--- config.mk ---
export PLATFORM = sky130hd
export DESIGN_NAME = tdc_link_host
export DESIGN_NICKNAME = d
export VERILOG_FILES = /design/src/rtl/tdc_link_pkg.sv /design/src/rtl/tdc_link_rx_deser.sv /design/src/rtl/tdc_link_host.sv
export SDC_FILE = /design/constraint.sdc
export NUM_CORES = 1
export LEC_CHECK = 0
export CAP_MARGIN = 20
export CORE_MARGIN = 4
export CORE_UTILIZATION = 27
export DETAILED_ROUTE_END_ITERATION = 7
export PLACE_DENSITY = 0.44
export SLEW_MARGIN = 25
export SYNTH_ARGS = -nofsm -noshare
export SYNTH_HDL_FRONTEND = slang
export SYNTH_SLANG_ARGS = --single-unit
--- constraint.sdc ---
create_clock -name clk -period 3.95 [get_ports clk]
set_clock_uncertainty 0.2 [all_clocks]
set_input_delay 0.5925 -clock clk [delete_from_list [all_inputs] [get_ports clk]]
set_output_delay 0.5925 -clock clk [all_outputs]
set_load 0.01 [all_outputs]
--- src/rtl/tdc_link_pkg.sv ---
// Shared types and constants for the TDC command-link host endpoint.
package tdc_link_pkg;

  typedef enum logic [2:0] {
    IDLE,
    SEND,
    WAIT_RSP,
    RECV,
    DONE
  } link_state_e;

  // Width of the reported stage position.
  localparam int POS_W = 4;

  // Number of stages in the TDC delay line; a larger position is out of range.
  localparam int MAX_POSITION = 10;

  // True when a response byte encodes a legal stage position.
  function automatic logic pos_in_range(input logic [7:0] rsp_byte);
    return (rsp_byte[7:POS_W] == '0) &&
           (rsp_byte[POS_W-1:0] <= POS_W'(MAX_POSITION));
  endfunction

endpackage

--- src/rtl/tdc_link_rx_deser.sv ---
// Response-line deserializer: synchronizes rx, detects the start bit while
// armed, samples each bit at mid-bit and assembles the byte LSB first.
// start_seen, false_start and byte_valid are single-cycle strobes decoded
// from the sampling state so the host FSM can react in the same cycle.
module tdc_link_rx_deser
  import tdc_link_pkg::*;
#(
  parameter int CLKS_PER_BIT = 217
) (
  input  logic       clk,
  input  logic       reset,
  input  logic       rx,
  input  logic       arm,
  output logic       start_seen,
  output logic       false_start,
  output logic       byte_valid,
  output logic [7:0] rx_byte,
  output logic       framing_err
);

  localparam int CNT_W = $clog2(CLKS_PER_BIT + 1);
  localparam int HALF  = CLKS_PER_BIT / 2;
  localparam logic [CNT_W-1:0] HALF_LAST = CNT_W'((HALF > 0) ? HALF - 1 : 0);
  localparam logic [CNT_W-1:0] BIT_LAST  = CNT_W'(CLKS_PER_BIT - 1);

  // Bit slot 0 is the start bit, 1..8 the data bits, 9 the stop bit.
  localparam logic [3:0] SLOT_START = 4'd0;
  localparam logic [3:0] SLOT_STOP  = 4'd9;

  logic             rx_p0;
  logic             rx_p1;
  logic             rx_p2;
  logic             fall;
  logic             active;
  logic [CNT_W-1:0] cnt;
  logic [3:0]       slot;
  logic [7:0]       shift;
  logic             sample_now;

  // Synchronizer stage: two flops into the clock domain, a third for edge detect
  always_ff @(posedge clk or negedge reset) begin
    if (!reset) begin
      rx_p0 <= 1'b1;
      rx_p1 <= 1'b1;
      rx_p2 <= 1'b1;
    end else begin
      rx_p0 <= rx;
      rx_p1 <= rx_p0;
      rx_p2 <= rx_p1;
    end
  end

  assign fall       = rx_p2 & ~rx_p1;
  assign sample_now = active &&
                      (cnt == ((slot == SLOT_START) ? HALF_LAST : BIT_LAST));

  assign start_seen  = arm & ~active & fall;
  assign false_start = sample_now & (slot == SLOT_START) & rx_p1;
  assign byte_valid  = sample_now & (slot == SLOT_STOP);
  assign framing_err = ~rx_p1;
  assign rx_byte     = shift;

  // Sampling control: half a bit to the start-bit centre, then whole bits
  always_ff @(posedge clk or negedge reset) begin
    if (!reset) begin
      active <= 1'b0;
      cnt    <= '0;
      slot   <= SLOT_START;
    end else if (start_seen) begin
      active <= 1'b1;
      cnt    <= '0;
      slot   <= SLOT_START;
    end else if (sample_now) begin
      cnt <= '0;
      if (slot == SLOT_START) begin
        if (rx_p1) begin
          active <= 1'b0;
        end else begin
          slot <= slot + 4'd1;
        end
      end else if (slot == SLOT_STOP) begin
        active <= 1'b0;
      end else begin
        slot <= slot + 4'd1;
      end
    end else if (active) begin
      cnt <= cnt + CNT_W'(1);
    end
  end

  // Data shift register: each mid-bit data sample enters at the MSB
  always_ff @(posedge clk) begin
    if (sample_now && (slot != SLOT_START) && (slot != SLOT_STOP)) begin
      shift <= {rx_p1, shift[7:1]};
    end
  end

endmodule

--- src/rtl/tdc_link_host.sv ---
// Host-side endpoint of the TDC UART command link. Sends one trigger byte,
// waits for the single response byte, and reports the decoded stage
// position, a framing/range error, or a timeout with a one-cycle pulse.
module tdc_link_host
  import tdc_link_pkg::*;
#(
  parameter int CLKS_PER_BIT   = 217,
  parameter int TIMEOUT_CYCLES = 1000000
) (
  input  logic             clk,
  input  logic             reset,
  input  logic             req_valid,
  output logic             req_ready,
  input  logic [7:0]       req_byte,
  output logic             tx,
  input  logic             rx,
  output logic             rsp_valid,
  output logic [POS_W-1:0] rsp_position,
  output logic             rsp_error,
  output logic             rsp_timeout,
  output logic             busy
);

  localparam int CNT_W = $clog2(CLKS_PER_BIT + 1);
  localparam int TO_W  = $clog2(TIMEOUT_CYCLES + 1);
  localparam int HALF  = CLKS_PER_BIT / 2;
  localparam logic [CNT_W-1:0] HALF_LAST = CNT_W'((HALF > 0) ? HALF - 1 : 0);
  localparam logic [CNT_W-1:0] BIT_LAST  = CNT_W'(CLKS_PER_BIT - 1);
  localparam logic [TO_W-1:0]  TO_LAST   = TO_W'(TIMEOUT_CYCLES);
  localparam logic [3:0]       SLOT_STOP = 4'd9;

  link_state_e      state;
  logic [8:0]       tx_shift;
  logic [CNT_W-1:0] baud_cnt;
  logic [3:0]       tx_slot;
  logic [TO_W-1:0]  to_cnt;

  logic             start_seen;
  logic             false_start;
  logic             byte_valid;
  logic [7:0]       rx_byte;
  logic             framing_err;

  // A response is bad if the stop bit was low or the byte is not a legal position.
  function automatic logic rsp_bad(input logic [7:0] b, input logic stop_low);
    return stop_low || !pos_in_range(b);
  endfunction

  tdc_link_rx_deser #(
    .CLKS_PER_BIT(CLKS_PER_BIT)
  ) u_rx_deser (
    .clk        (clk),
    .reset      (reset),
    .rx         (rx),
    .arm        (state == WAIT_RSP),
    .start_seen (start_seen),
    .false_start(false_start),
    .byte_valid (byte_valid),
    .rx_byte    (rx_byte),
    .framing_err(framing_err)
  );

  // Link FSM with transmit shifter, baud and timeout counters, registered outputs
  always_ff @(posedge clk or negedge reset) begin
    if (!reset) begin
      state        <= IDLE;
      tx           <= 1'b1;
      tx_shift     <= '1;
      baud_cnt     <= '0;
      tx_slot      <= '0;
      to_cnt       <= '0;
      rsp_valid    <= 1'b0;
      rsp_position <= '0;
      rsp_error    <= 1'b0;
      rsp_timeout  <= 1'b0;
      busy         <= 1'b0;
      req_ready    <= 1'b1;
    end else begin
      rsp_valid <= 1'b0;
      unique case (state)
        IDLE: begin
          if (req_valid) begin
            tx_shift  <= {1'b1, req_byte};
            tx        <= 1'b0;
            baud_cnt  <= '0;
            tx_slot   <= '0;
            busy      <= 1'b1;
            req_ready <= 1'b0;
            state     <= SEND;
          end
        end
        SEND: begin
          // The stop bit is cut to half a bit; the line then simply stays high.
          if ((tx_slot == SLOT_STOP) && (baud_cnt == HALF_LAST)) begin
            tx     <= 1'b1;
            to_cnt <= '0;
            state  <= WAIT_RSP;
          end else if (baud_cnt == BIT_LAST) begin
            baud_cnt <= '0;
            tx_slot  <= tx_slot + 4'd1;
            tx       <= tx_shift[0];
            tx_shift <= {1'b1, tx_shift[8:1]};
          end else begin
            baud_cnt <= baud_cnt + CNT_W'(1);
          end
        end
        WAIT_RSP: begin
          if (start_seen) begin
            state <= RECV;
          end else if (to_cnt == TO_LAST) begin
            rsp_valid    <= 1'b1;
            rsp_position <= '0;
            rsp_error    <= 1'b0;
            rsp_timeout  <= 1'b1;
            state        <= DONE;
          end else begin
            to_cnt <= to_cnt + TO_W'(1);
          end
        end
        RECV: begin
          // A false start resumes waiting with the timeout count preserved.
          if (false_start) begin
            state <= WAIT_RSP;
          end else if (byte_valid) begin
            rsp_valid    <= 1'b1;
            rsp_position <= rx_byte[POS_W-1:0];
            rsp_error    <= rsp_bad(rx_byte, framing_err);
            rsp_timeout  <= 1'b0;
            state        <= DONE;
          end
        end
        DONE: begin
          busy      <= 1'b0;
          req_ready <= 1'b1;
          state     <= IDLE;
        end
        default: begin
          busy      <= 1'b0;
          req_ready <= 1'b1;
          tx        <= 1'b1;
          state     <= IDLE;
        end
      endcase
    end
  end

endmodule

* After elaboration in Yosys (flattened, before gate mapping)
Cells that the tools add are included. W data, S select, Z words.
Operators by class: reductions and logical operators 28, add/sub/neg operators 5, eq/ne operators 26, $mul 0, divide/modulo/power cells 0, order comparisons 1, shifts and indexed selects 0, multiplexer cells 64, bitwise logic cells 10
Operators with widths (number):
- $mux W20 | 3
- $mux W8 | 7
- $mux W4 | 12
- $pmux W20 S2 | 1
- $mux W9 | 3
- $mux W1 | 21
- $add A20 B1 Y20 const B | 1
- $eq A20 B20 Y1 const B | 1
- $mux W3 | 6
- $ne A2 B2 Y1 const B | 9
- $pmux W9 S2 | 1
- $add A8 B1 Y8 const B | 2
- $pmux W4 S2 | 2
- $pmux W8 S2 | 1
- $ne A3 B3 Y1 const B | 4
- $pmux W3 S4 | 1
- $reduce_and A3 Y1 | 4
- $reduce_and A4 Y1 | 3
- $pmux W1 S2 | 5
- $add A4 B1 Y4 const B | 2
- $eq A4 B4 Y1 const B | 2
- $eq A8 B7 Y1 const B | 1
- $eq A8 B8 Y1 | 1
- $eq A8 B8 Y1 const B | 1
- other kinds (20) | 40
Word-level totals: memory bits (writable) 0, bits of input ports 12, memory bits (read-only) 0, output and inout port bits 10, memories 0, flip-flop bits (word level) 78, bits in latches 0

* Depth between registers and ports, before layout
Gate-level depths: netlist (run 1).
depth after elaboration 8, gate-level depth with buffers 8, depth with buffers taken out 7

* Hierarchy
A second synthesis (run 1) with hierarchy kept.
Second synthesis, totals: cells, all modules 433, area total of the unflattened synthesis 4204.0 um2
By module, submodules not included:
- tdc_link_host | area an instance 2984.1 um2, instances 1, cells each 333, seq. area each 1338.8 um2
- tdc_link_rx_deser | area an instance 1219.9 um2, instances 1, cells each 100, seq. area each 644.4 um2

* Least setup slack after synthesis (run 1)
Ideal clock, no wire load.
kind flip-flop to flip-flop, start point register tx_slot[1], end point register baud_cnt[2], required time 3.619 ns, stages on the path, launching flop included 9, buffers on the path 1, setup time 0.131 ns, data arrival time 1.993 ns, path slack 1.626 ns, path through dfrtp_1 -> inv_1 -> ha_1 -> or4bb_1 -> or4_1 -> nand2b_1 -> or2_2 -> clkbuf_1 -> o21ai_0
Between the ends: longest elaborated chain between the ends 4
RTL lines:
- start: declaration | line tdc_link_host.sv:35 | logic [3:0] tx_slot;
- start signal: assignment | line tdc_link_host.sv:100 | tx_slot <= tx_slot + 4'd1;
- $eq A4 B4 Y1 | line tdc_link_host.sv:94 | if ((tx_slot == SLOT_STOP) && (baud_cnt == HALF_LAST)) begin
- $logic_and A1 B1 Y1 | line tdc_link_host.sv:94
- $ne A2 B2 Y1 (no line)
- $reduce_and A3 Y1 (no line)
- end signal: assignment | line tdc_link_host.sv:104 | baud_cnt <= baud_cnt + CNT_W'(1);
- end: declaration | line tdc_link_host.sv:34 | logic [CNT_W-1:0] baud_cnt;
Every way passes these cells. A chain may end at the register's enable or synchronous reset.

* Worst setup path in the final report (run 1)
start point register baud_cnt[0], end point register tx_shift[7]
Between the ends: longest elaborated chain between the ends 4
RTL lines:
- $eq A8 B7 Y1 | line tdc_link_host.sv:94
- $logic_and A1 B1 Y1 | line tdc_link_host.sv:94
- $ne A2 B2 Y1 (no line)
- $reduce_and A4 Y1 (no line) *
- end signal: assignment | line tdc_link_host.sv:83 | tx_shift <= {1'b1, req_byte};
- end signal: assignment | line tdc_link_host.sv:102 | tx_shift <= {1'b1, tx_shift[8:1]};
- end: declaration | line tdc_link_host.sv:33 | logic [8:0] tx_shift;
Mark *: on every way between the ends. The rest lies on a longest branch, timed or not.

==> qor.yml, run 1 <==
synthesis:
  synth_flop_cell: "dfrtp_1"
  synth_seq_cells: 77
  synth_cell_type_count: 58
  syn_avg_cell_area_um2: 9.88
  synthArstFlopShare_pct: 89.6
  yosysSeqAreaShare_pct: 50.5
  netlist_area_um2: 3920
  synth_edf_count: 8
  syn_inst: 397
  yosys_warnings: 0
  synth_fp_nets: 419
drt:
  wl_um: 8750
  drt_pass1_iterations: 4
  vias: 2946
  final_antenna_net_count: 0
  drt-initial-drc-count: 166
  viasPerCell: 4.86
  drc_errors: 0
  post_drt_wl_per_cell_um: 14.4
cts:
  insertion_delay_ns: 0.34
  cts_max_level: 3
  postCtsResizedCells: 0
  cts_hold_buffers: 0
  post_cts_buffers: 0
  cts_buffer_depth: 2
  path_clk_slew_ns: 0.05
  clockRootBuffer: "clkbuf_16"
  cts_buffers: 9
  cts_sinks: 77
  cts_tree: "yes"
place:
  port_buffers: 21
  dpl.hpwl_um: 6240
  numPlacedInstances: 590
  gp_congestion: 0.753
cells_and_area:
  nets: 443
  final_common_cell: "dfrtp_1"
  drive_gt1_share_pct: 10.8
  instances_no_fill: 606
  diodes: 0
  syn2layout_area_growth_pct: 17.9
  final_cell_mix: "56 x dfrtp_1, 42 x nand2_1, 35 x nor2_1"
floorplanning:
  die_w_um: 129
  io_pins: 22
  core_area_um2: 14000
  rows: 43
  design.die.area_um2: 16500
  die-height_um: 129
  initial_core_util_pct: 27.9
timing:
  fmax_mhz: 377
  rsz0062_at_grt: "no"
  relSlewSlack_pct: 51.5
  finalMaxSlewViolations: 0
  finalCriticalPeriod_ns: 2.65
  finalSetupViolations: 0
  fin_tns_setup_ns: 0
  finalCritPeriodShare_pct: 67.1
  hold_viol_final: 0
  worst_pin_slew_ns: 0.727
grt:
  grt_pass1_vias: 2945
  antenna_found_initial: 0
  overflow: 0
  grt_use_total_pct: 11.6
  grt_pass1_wl_um: 15000
  grt_max_degree: 32
flow_run:
  maxCapViolations: 0
setup_path:
  ff2ff_path_depth: 5
  startpoint_type: "flop"
  cp-end-kind: "flop"
  path_max_fanout: 21
  crit_arrival_ns: 2.68
  worstPathRequired_ns: 3.98
  crit_type: "reg -> reg"
power_and_ir_drop:
  power.density_nw_per_um2: 352
  p_leak_nw: 1.89
  peakVddDrop_mv: 0.156
min_path:
  holdCritPathClass: "in -> async"
status:
  status: "finished clean"
==> layer usage <==
metal | track usage [%] | wire (µm)
met2 | 17.5 | 3950
met1 | 15.7 | 4360
met5 | 0 | 0
met4 | 4.63 | 160
met3 | 3.20 | 273
==> power by group <==
group | internal, mW | leakage [nW] | switching (mW)
combinational | 0.0115 | 0.790 | 0.0170
sequential | 0.803 | 0.954 | 0.00145
clock | 0.493 | 0.146 | 0.302
total | 1.31 | 1.89 | 0.320
==> metrics by stage <==
step                hold slack (ns)  worst slack [ns]  util (%)  area (µm²)  power, mW
floorplan                    0.0969              1.63         -        3920      0.820
global placement              0.148              1.32      30.9        4330      0.849
detailed placement            0.149              1.28      30.9        4330      0.849
CTS                           0.142              1.27      32.9        4630       1.66
global route                  0.158              1.02      32.9        4630       1.70
finish                        0.119              1.30      32.9        4630       1.63
==> flip-flops by register name, summed over array words and instances (netlist names) <==
register,count
to_cnt,20
baud_cnt,8
tx_shift,8
u_rx_deser.cnt,8
u_rx_deser.rx_byte,8
rsp_position,4
tx_slot,4
u_rx_deser.slot,4
state,3
busy,1
req_ready,1
rsp_error,1
rsp_timeout,1
rsp_valid,1
tx,1
u_rx_deser.active,1
u_rx_deser.rx_p0,1
u_rx_deser.rx_p1,1
u_rx_deser.rx_p2,1
==> final timing paths <==
path / start / endpoint / slack (ns)
worst max-delay path: baud_cnt[0] / tx_shift[7] / 1.30
worst min register to register: u_rx_deser.rx_p0 / u_rx_deser.rx_p1 / 0.16
worst max register to register: baud_cnt[0] / tx_shift[7] / 1.30
max in group asynchronous: reset / u_rx_deser.rx_p2 / 2.61
min in group clk: u_rx_deser.rx_p0 / u_rx_deser.rx_p1 / 0.16
worst min-delay path: reset / u_rx_deser.slot[0] / 0.12
==> layout make-up <==
type                    count  area (µm²)
well taps                 180         225
clock buffers              15         288
repair buffers             26         243
flip-flops and latches     77        1980
inverters                  16        60.1
multi-input cells         291        1820
clock inverters             1        5.00
fillers                  1450        9420
==> worst max-delay path: stages (launching register included) <==
cell	delay (ns)
dfrtp_1	0.42
ha_1	0.25
or4bb_1	0.42
or4_1	0.50
nand3b_1	0.54
o21ai_0	0.21
==> synthesized netlist by cell type (all sizes together), types with 4 or more instances <==
| cell type | number | share of area, % |
|---|---|---|
| dfrtp | 56 | 36 |
| nand2 | 42 | 4.0 |
| nor2 | 36 | 3.6 |
| o21ai | 31 | 4.2 |
| nand3 | 19 | 2.4 |
| a21oi | 17 | 2.2 |
| inv | 16 | 1.5 |
| dfstp | 13 | 8.7 |
| nand4 | 13 | 2.1 |
| ha | 10 | 3.2 |
| or3 | 10 | 1.6 |
| mux2i | 9 | 2.3 |
| edfxtp | 8 | 6.1 |
| nor3 | 8 | 1.1 |
| o31ai | 8 | 1.5 |
| xnor2 | 8 | 1.8 |
| xor2 | 8 | 1.8 |
| a22o | 7 | 1.6 |
| and3 | 7 | 1.1 |
| buf | 7 | 1.0 |
| nor4 | 7 | 1.1 |
| clkbuf | 6 | 0.61 |
| or4 | 6 | 1.3 |
| nand2b | 5 | 0.80 |
| nand4b | 5 | 1.1 |
| nand3b | 4 | 0.77 |
==> cells by family after synthesis <==
family	synth area share, %
buf+inv	3.16
xor+xnor	3.57
compound gates	12.3
fa+ha+maj	3.19
simple gates	24.9
mux	2.30
flops	50.5
Note: power is estimated with default switching activity, not from simulation.
==> inputs of run 2 (changes only) <==
- PLACE_DENSITY: 0.44 -> 0.46
- clock period: 3.95 -> 2.2 ns (I/O delays scaled with it)
==> run 2 against run 1 <==
The flow now finishes with violations (setup timing). Sequential share of layout area decreased by 5.9 points. Hold slack improved by 0.040 ns. Routed wire length rose by 8.1%. First-iteration DRC count increased by 4.2%. Sequential power grew 79%. Maximum frequency up 17%. Worst setup slack lost 1.4 ns.
==> qor.yml, run 2 (synthesized netlist as in run 1, its figures left out) <==
setup_path:
  crit_family: "simple AND/OR/NAND/NOR gates"
  path_max_fanout: 4
  crit_path_max_incr_delay_ns: 0.52
  startpoint_type: "flop"
  crit_type: "reg -> reg"
  cp-end-kind: "flop"
  cp_cell_sequence: "or4_1 > or4_4 > o21ai_4 > inv_1 > or3_1"
  worstPathRequired_ns: 2.22
  rrSetupSlack_ns: -0.07
  crit_buf_inv: 1
  slowest_stage: "or4_1"
  crit_arrival_ns: 2.29
floorplanning:
  rows: 43
  io_pins: 22
  die-height_um: 129
  design.die.area_um2: 16500
  initial_core_util_pct: 27.9
  core_area_um2: 14000
  die_w_um: 129
place:
  dpl.hpwl_um: 6770
  port_buffers: 21
  gp_congestion: 0.808
  numPlacedInstances: 647
cells_and_area:
  diodes: 0
  fillers: 1400
  multiInputGateArea_um2: 1970
  final_cell_mix: "59 x buf_4, 56 x dfrtp_1, 39 x nand2_1"
  regMostFlops: "to_cnt"
  syn2layout_area_growth_pct: 36.5
  nets: 505
  instances_no_fill: 668
  fin_util_pct: 38.2
  final_common_cell: "buf_4"
  largest_register_ffs: 20
  regArea_um2: 1980
  drive_gt1_share_pct: 28.1
timing:
  fmax_mhz: 440
  setup_ws_ns: -0.0712
  finalCriticalPeriod_ns: 2.27
  finalCritPeriodShare_pct: 103
  rsz0062_at_grt: "yes"
  hold_viol_final: 0
  finalSetupViolations: 24
  relSlewSlack_pct: 62.0
  finalMaxSlewViolations: 0
  worst_pin_slew_ns: 0.569
grt:
  grt_pass1_wl_um: 16000
  antenna_found_initial: 0
  grt_pass1_vias: 3250
  grt_max_degree: 27
  overflow: 0
  grt_use_total_pct: 12.2
power_and_ir_drop:
  p_switching_mw: 0.655
  pwr-share-comb_pct: 2.0
  netSwitchingFraction_pct: 20.2
  p_leak_nw: 2.31
  internal_power_mw: 2.58
  power.density_nw_per_um2: 604
  seqPwrFrac_pct: 44.5
  clockPowerShare_pct: 53.5
  post-layout-total-power_mw: 3.24
  peakVddDrop_mv: 0.332
drt:
  wl_um: 9460
  vias: 3229
  final_antenna_net_count: 0
  drc_errors: 0
  post_drt_wl_per_cell_um: 14.2
  viasPerCell: 4.83
  drt-initial-drc-count: 173
  drt_pass1_iterations: 5
flow_run:
  maxCapViolations: 0
cts:
  cts_tree: "yes"
  clockRootBuffer: "clkbuf_16"
  insertion_delay_ns: 0.34
  cts_buffers: 9
  cts_buffer_depth: 2
  cts_max_level: 3
  cts_sinks: 77
  path_clk_slew_ns: 0.06
status:
  status: "finished with violations"
  violations: "setup timing"
min_path:
  holdCritPathClass: "reg -> reg"
-- run 2: changes by cell type in the layout (fill, tap and decap cells not counted), sizes merged --
cell / change
clkinvlp: +2
inv: +1
clkbuf: -6
buf: +61
dlygate4sd3: +1
bufinv: +3
-- run 2: worst paths after layout --
| path | start | end | cells past startpoint |
|---|---|---|---|
| setup / recovery | to_cnt[3] | state[1] | 5 |
| hold / removal | u_rx_deser.rx_p0 | u_rx_deser.rx_p1 | 0 |
| setup reg to reg | to_cnt[3] | state[1] | 5 |
| hold reg to reg | u_rx_deser.rx_p0 | u_rx_deser.rx_p1 | 0 |
| max in group asynchronous | reset | req_ready | 3 |
| min in group asynchronous | reset | baud_cnt[4] | 2 |
-- run 2: cell type report --
type | count | share of cell area [%]
timing repair buffer | 88 | 14.4
multi-input combinational | 291 | 36.8
sequential | 77 | 37.0
tap | 180 | 4.20
clock inverter | 7 | 2.29
clock buffer | 9 | 4.20
inverter | 16 | 1.12
-- run 2: repair_timing --
action / CTS / global route
buffers inserted: 0 / 3
endpoints found under the setup margin: 26 / 45
pin swaps: 2 / 18
gates resized for setup: 10 / 44
cloned: 0 / 1
hold endpoints to repair: 12 / 0
hold buffers: 1 / 0
-- run 2: per-layer routing --
metal	routed length [µm]	track usage [%]	share of wire (%)
met1	4500	16.3	48
met2	4450	18.9	47
met3	343	3.28	3.6
met4	172	4.88	1.8
met5	0	0	0
-- run 2: worst register-to-register path: stages (launching register included) --
cell and delay (ns):
dfrtp_1 0.37, or4_1 0.52, or4_4 0.48, o21ai_4 0.21, inv_1 0.06, or3_1 0.31
-- run 2: power groups by stage --
stage          Sequential (mW)  Clock, mW  Combinational (mW)
2_1_floorplan             1.47          0             0.00394
3_3_place_gp              1.47          0              0.0650
3_5_place_dp              1.47          0              0.0659
4_1_cts                   1.44       1.78              0.0674
5_1_grt                   1.44       1.85              0.0726
6_report                  1.44       1.73              0.0637
-- run 2: per-stage QoR --
step                setup WS (ns)  setup TNS, ns  area (µm²)  hold WS, ns
floorplan                 -0.0804         -0.207        3930       -0.166
global placement          -0.0895         -0.708        4810        0.147
detailed placement         -0.107          -1.08        4810        0.149
CTS                       -0.0812         -0.630        5200        0.158
global route               -0.158          -3.25        5360        0.162
finish                    -0.0712         -0.538        5360        0.158
==> inputs of run 3 (changes only) <==
- SYNTH_HIERARCHICAL: unset -> 1
==> run 3 against run 2 <==
The run still ends with setup timing left. Critical path depth is 5 higher. Global-route usage is 0.29 points higher. Sequential power is essentially flat. Register-to-register slack lost 0.30 ns. First-iteration DRC count shrank 16%. Hold slack got worse by 0.0061 ns. Count of clock-buffer cells in the layout did not move. Die area is 6.7% higher.
==> qor.yml, run 3 <==
status:
  status: "finished with violations"
  violations: "setup timing"
floorplanning:
  io_pins: 22
  rows: 45
  core_area_um2: 15200
  initial_core_util_pct: 27.7
  design.die.area_um2: 17600
  die_w_um: 133
  die-height_um: 133
setup_path:
  crit_type: "reg -> reg"
  path_max_fanout: 3
  cp-end-kind: "flop"
  cp_cell_sequence: "inv_2 > ha_4 > or3b_4 > buf_4 > nand4_4 > and2_4 > nor3_4 > buf_4 > o32a_1 > a221o_1"
  crit_path_max_incr_delay_ns: 0.39
  crit_arrival_ns: 2.59
  startpoint_type: "flop"
  path_common_cell: "buf_4"
  worstPathRequired_ns: 2.23
  ff2ff_path_depth: 10
  slowest_stage: "dfrtp_1"
synthesis:
  synth_xor_area_share_pct: 1.46
  syn_avg_cell_area_um2: 9.71
  yosys_warnings: 6
  synth_edf_count: 8
  synth_compound_area_share_pct: 16.8
  netlist_area_um2: 4200
  synth_top_family_by_area: "simple AND/OR/NAND/NOR gates"
  synth_area_leader_cell: "dfrtp_1"
  synth-simple-area-share_pct: 24.5
  muxShareOfSynthArea_pct: 2.80
  synth_cell_type_count: 74
  synth_fp_nets: 455
  syn_inst: 433
  synth_flop_cell: "dfrtp_1"
  synth_commonest_cells: "56 x dfrtp_1, 45 x nand2_1, 38 x nor2_1"
  synth_top_cells_by_area: "dfrtp_1 33%, dfstp_2 8.1%, edfxtp_1 5.7%, nand2_1 4.0%, nor2_1 3.4%"
  synthArstFlopShare_pct: 89.6
  synth_adder_area_share_pct: 2.98
  synth_top_cell_area_share_pct: 33.3
  yosysMostFrequentCell: "dfrtp_1"
  yosysSeqAreaShare_pct: 47.2
  synth_seq_cells: 77
timing:
  hold_viol_final: 0
  finalMaxSlewViolations: 0
  finalCritPeriodShare_pct: 117
  relSlewSlack_pct: 58.3
  finalSetupViolations: 27
  fmax_mhz: 390
  worst_pin_slew_ns: 0.625
  fin_tns_setup_ns: -5.00
  setup_ws_ns: -0.366
  rsz0062_at_grt: "yes"
  finalCriticalPeriod_ns: 2.57
drt:
  drt-met1-wl_um: 5130
  top_layer_used: "met4"
  wl_um: 10900
  drt_pass1_iterations: 5
  drt-initial-drc-count: 145
  wl_met2_um: 5200
  route.met3.wl_um: 332
  post_drt_wl_per_cell_um: 15.0
  drc_errors: 0
  final_antenna_net_count: 0
  viasPerCell: 4.97
  vias: 3611
cells_and_area:
  final_common_cell: "buf_4"
  diodes: 0
  regMostFlops: "to_cnt"
  nets: 555
  drive_gt1_share_pct: 33.3
  syn2layout_area_growth_pct: 39.2
  fillers: 1498
  final_cell_mix: "70 x buf_4, 56 x dfrtp_1, 41 x nand2_1"
  instances_no_fill: 726
  fin_util_pct: 38.5
  regArea_um2: 1980
  multiInputGateArea_um2: 2340
  largest_register_ffs: 20
place:
  dpl.hpwl_um: 7290
  port_buffers: 21
  gp_congestion: 0.806
  numPlacedInstances: 691
cts:
  cts_buffers: 9
  clockRootBuffer: "clkbuf_16"
  cts_tree: "yes"
  cts_sinks: 77
  cts_buffer_depth: 2
  insertion_delay_ns: 0.34
  cts_max_level: 3
  path_clk_slew_ns: 0.07
grt:
  grt_pass1_vias: 3598
  grt_use_total_pct: 12.5
  grt_pass1_wl_um: 18100
  overflow: 0
  antenna_found_initial: 0
  grt_max_degree: 43
min_path:
  holdCritPathClass: "reg -> reg"
  whs_path_depth: 0
power_and_ir_drop:
  power.density_nw_per_um2: 530
  p_leak_nw: 2.47
  peakVddDrop_mv: 0.299
  post-layout-total-power_mw: 3.10
flow_run:
  maxCapViolations: 0
[run 3: kinds of logic after synthesis]
group | after synthesis
XOR/XNOR | 7
buffers and inverters | 41
adder cells (fa/ha/maj) | 10
multiplexers | 11
AO/OA/AOI/OAI | 102
AND/OR/NAND/NOR | 185
flip-flops | 77
[run 3: worst paths after layout]
kind                                          from               end  slack (ns)
worst max-delay path            u_rx_deser/slot[1]          state[1]       -0.37
worst min-delay path              u_rx_deser/rx_p0  u_rx_deser/rx_p1        0.15
max in group asynchronous                    reset  u_rx_deser/rx_p0        0.92
worst min register to register    u_rx_deser/rx_p0  u_rx_deser/rx_p1        0.15
worst max register to register  u_rx_deser/slot[1]          state[1]       -0.37
min in group asynchronous                    reset        to_cnt[10]        0.26
[run 3: metal layers]
| layer | global-route usage [%] | up-vias |
|---|---|---|
| met5 | 0 | - |
| met2 | 19.3 | 54 |
| met1 | 17.2 | 1759 |
| met4 | 5.31 | 0 |
| li1 | - | 1780 |
| met3 | 2.32 | 18 |
[run 3: worst max-delay path: cells and delay by family, from the launching register on]
family	cells	cell delay [ns]
flops	1	0.39
simple gates	4	0.68
compound gates	2	0.69
buf+inv	3	0.35
fa+ha+maj	1	0.13
[run 3: power breakdown]
part           leakage, nW  switching (mW)  internal, mW
Combinational         1.37          0.0424        0.0328
Clock                0.151           0.659         0.907
Sequential           0.942         0.00541          1.45
[run 3: what timing repair did]
action / CTS / global route
resized for setup: 23 / 24
hold buffers: 1 / 0
buffers inserted: 8 / 11
hold endpoints to repair: 27 / 0
gates cloned: 2 / 1
pin swaps: 8 / 17
endpoints found under the setup margin: 23 / 60
[run 3: layout make-up]
cell class,instances,share of cell area (%)
multi-input combinational,318,39.9
inverter,24,1.63
sequential,77,33.9
clock inverter,7,1.48
tap,188,4.02
timing repair buffer,103,15.2
clock buffer,9,3.85
[run 3: per-stage QoR]
stage / area [µm²] / hold WS [ns] / setup WS [ns]
after global routing: 5850 / 0.162 / -0.429
final: 5850 / 0.152 / -0.366
after detailed placement: 5170 / 0.0947 / -0.428
after global placement: 5170 / 0.0925 / -0.330
after CTS: 5670 / 0.155 / -0.326
after floorplan: 4350 / -0.166 / -0.436
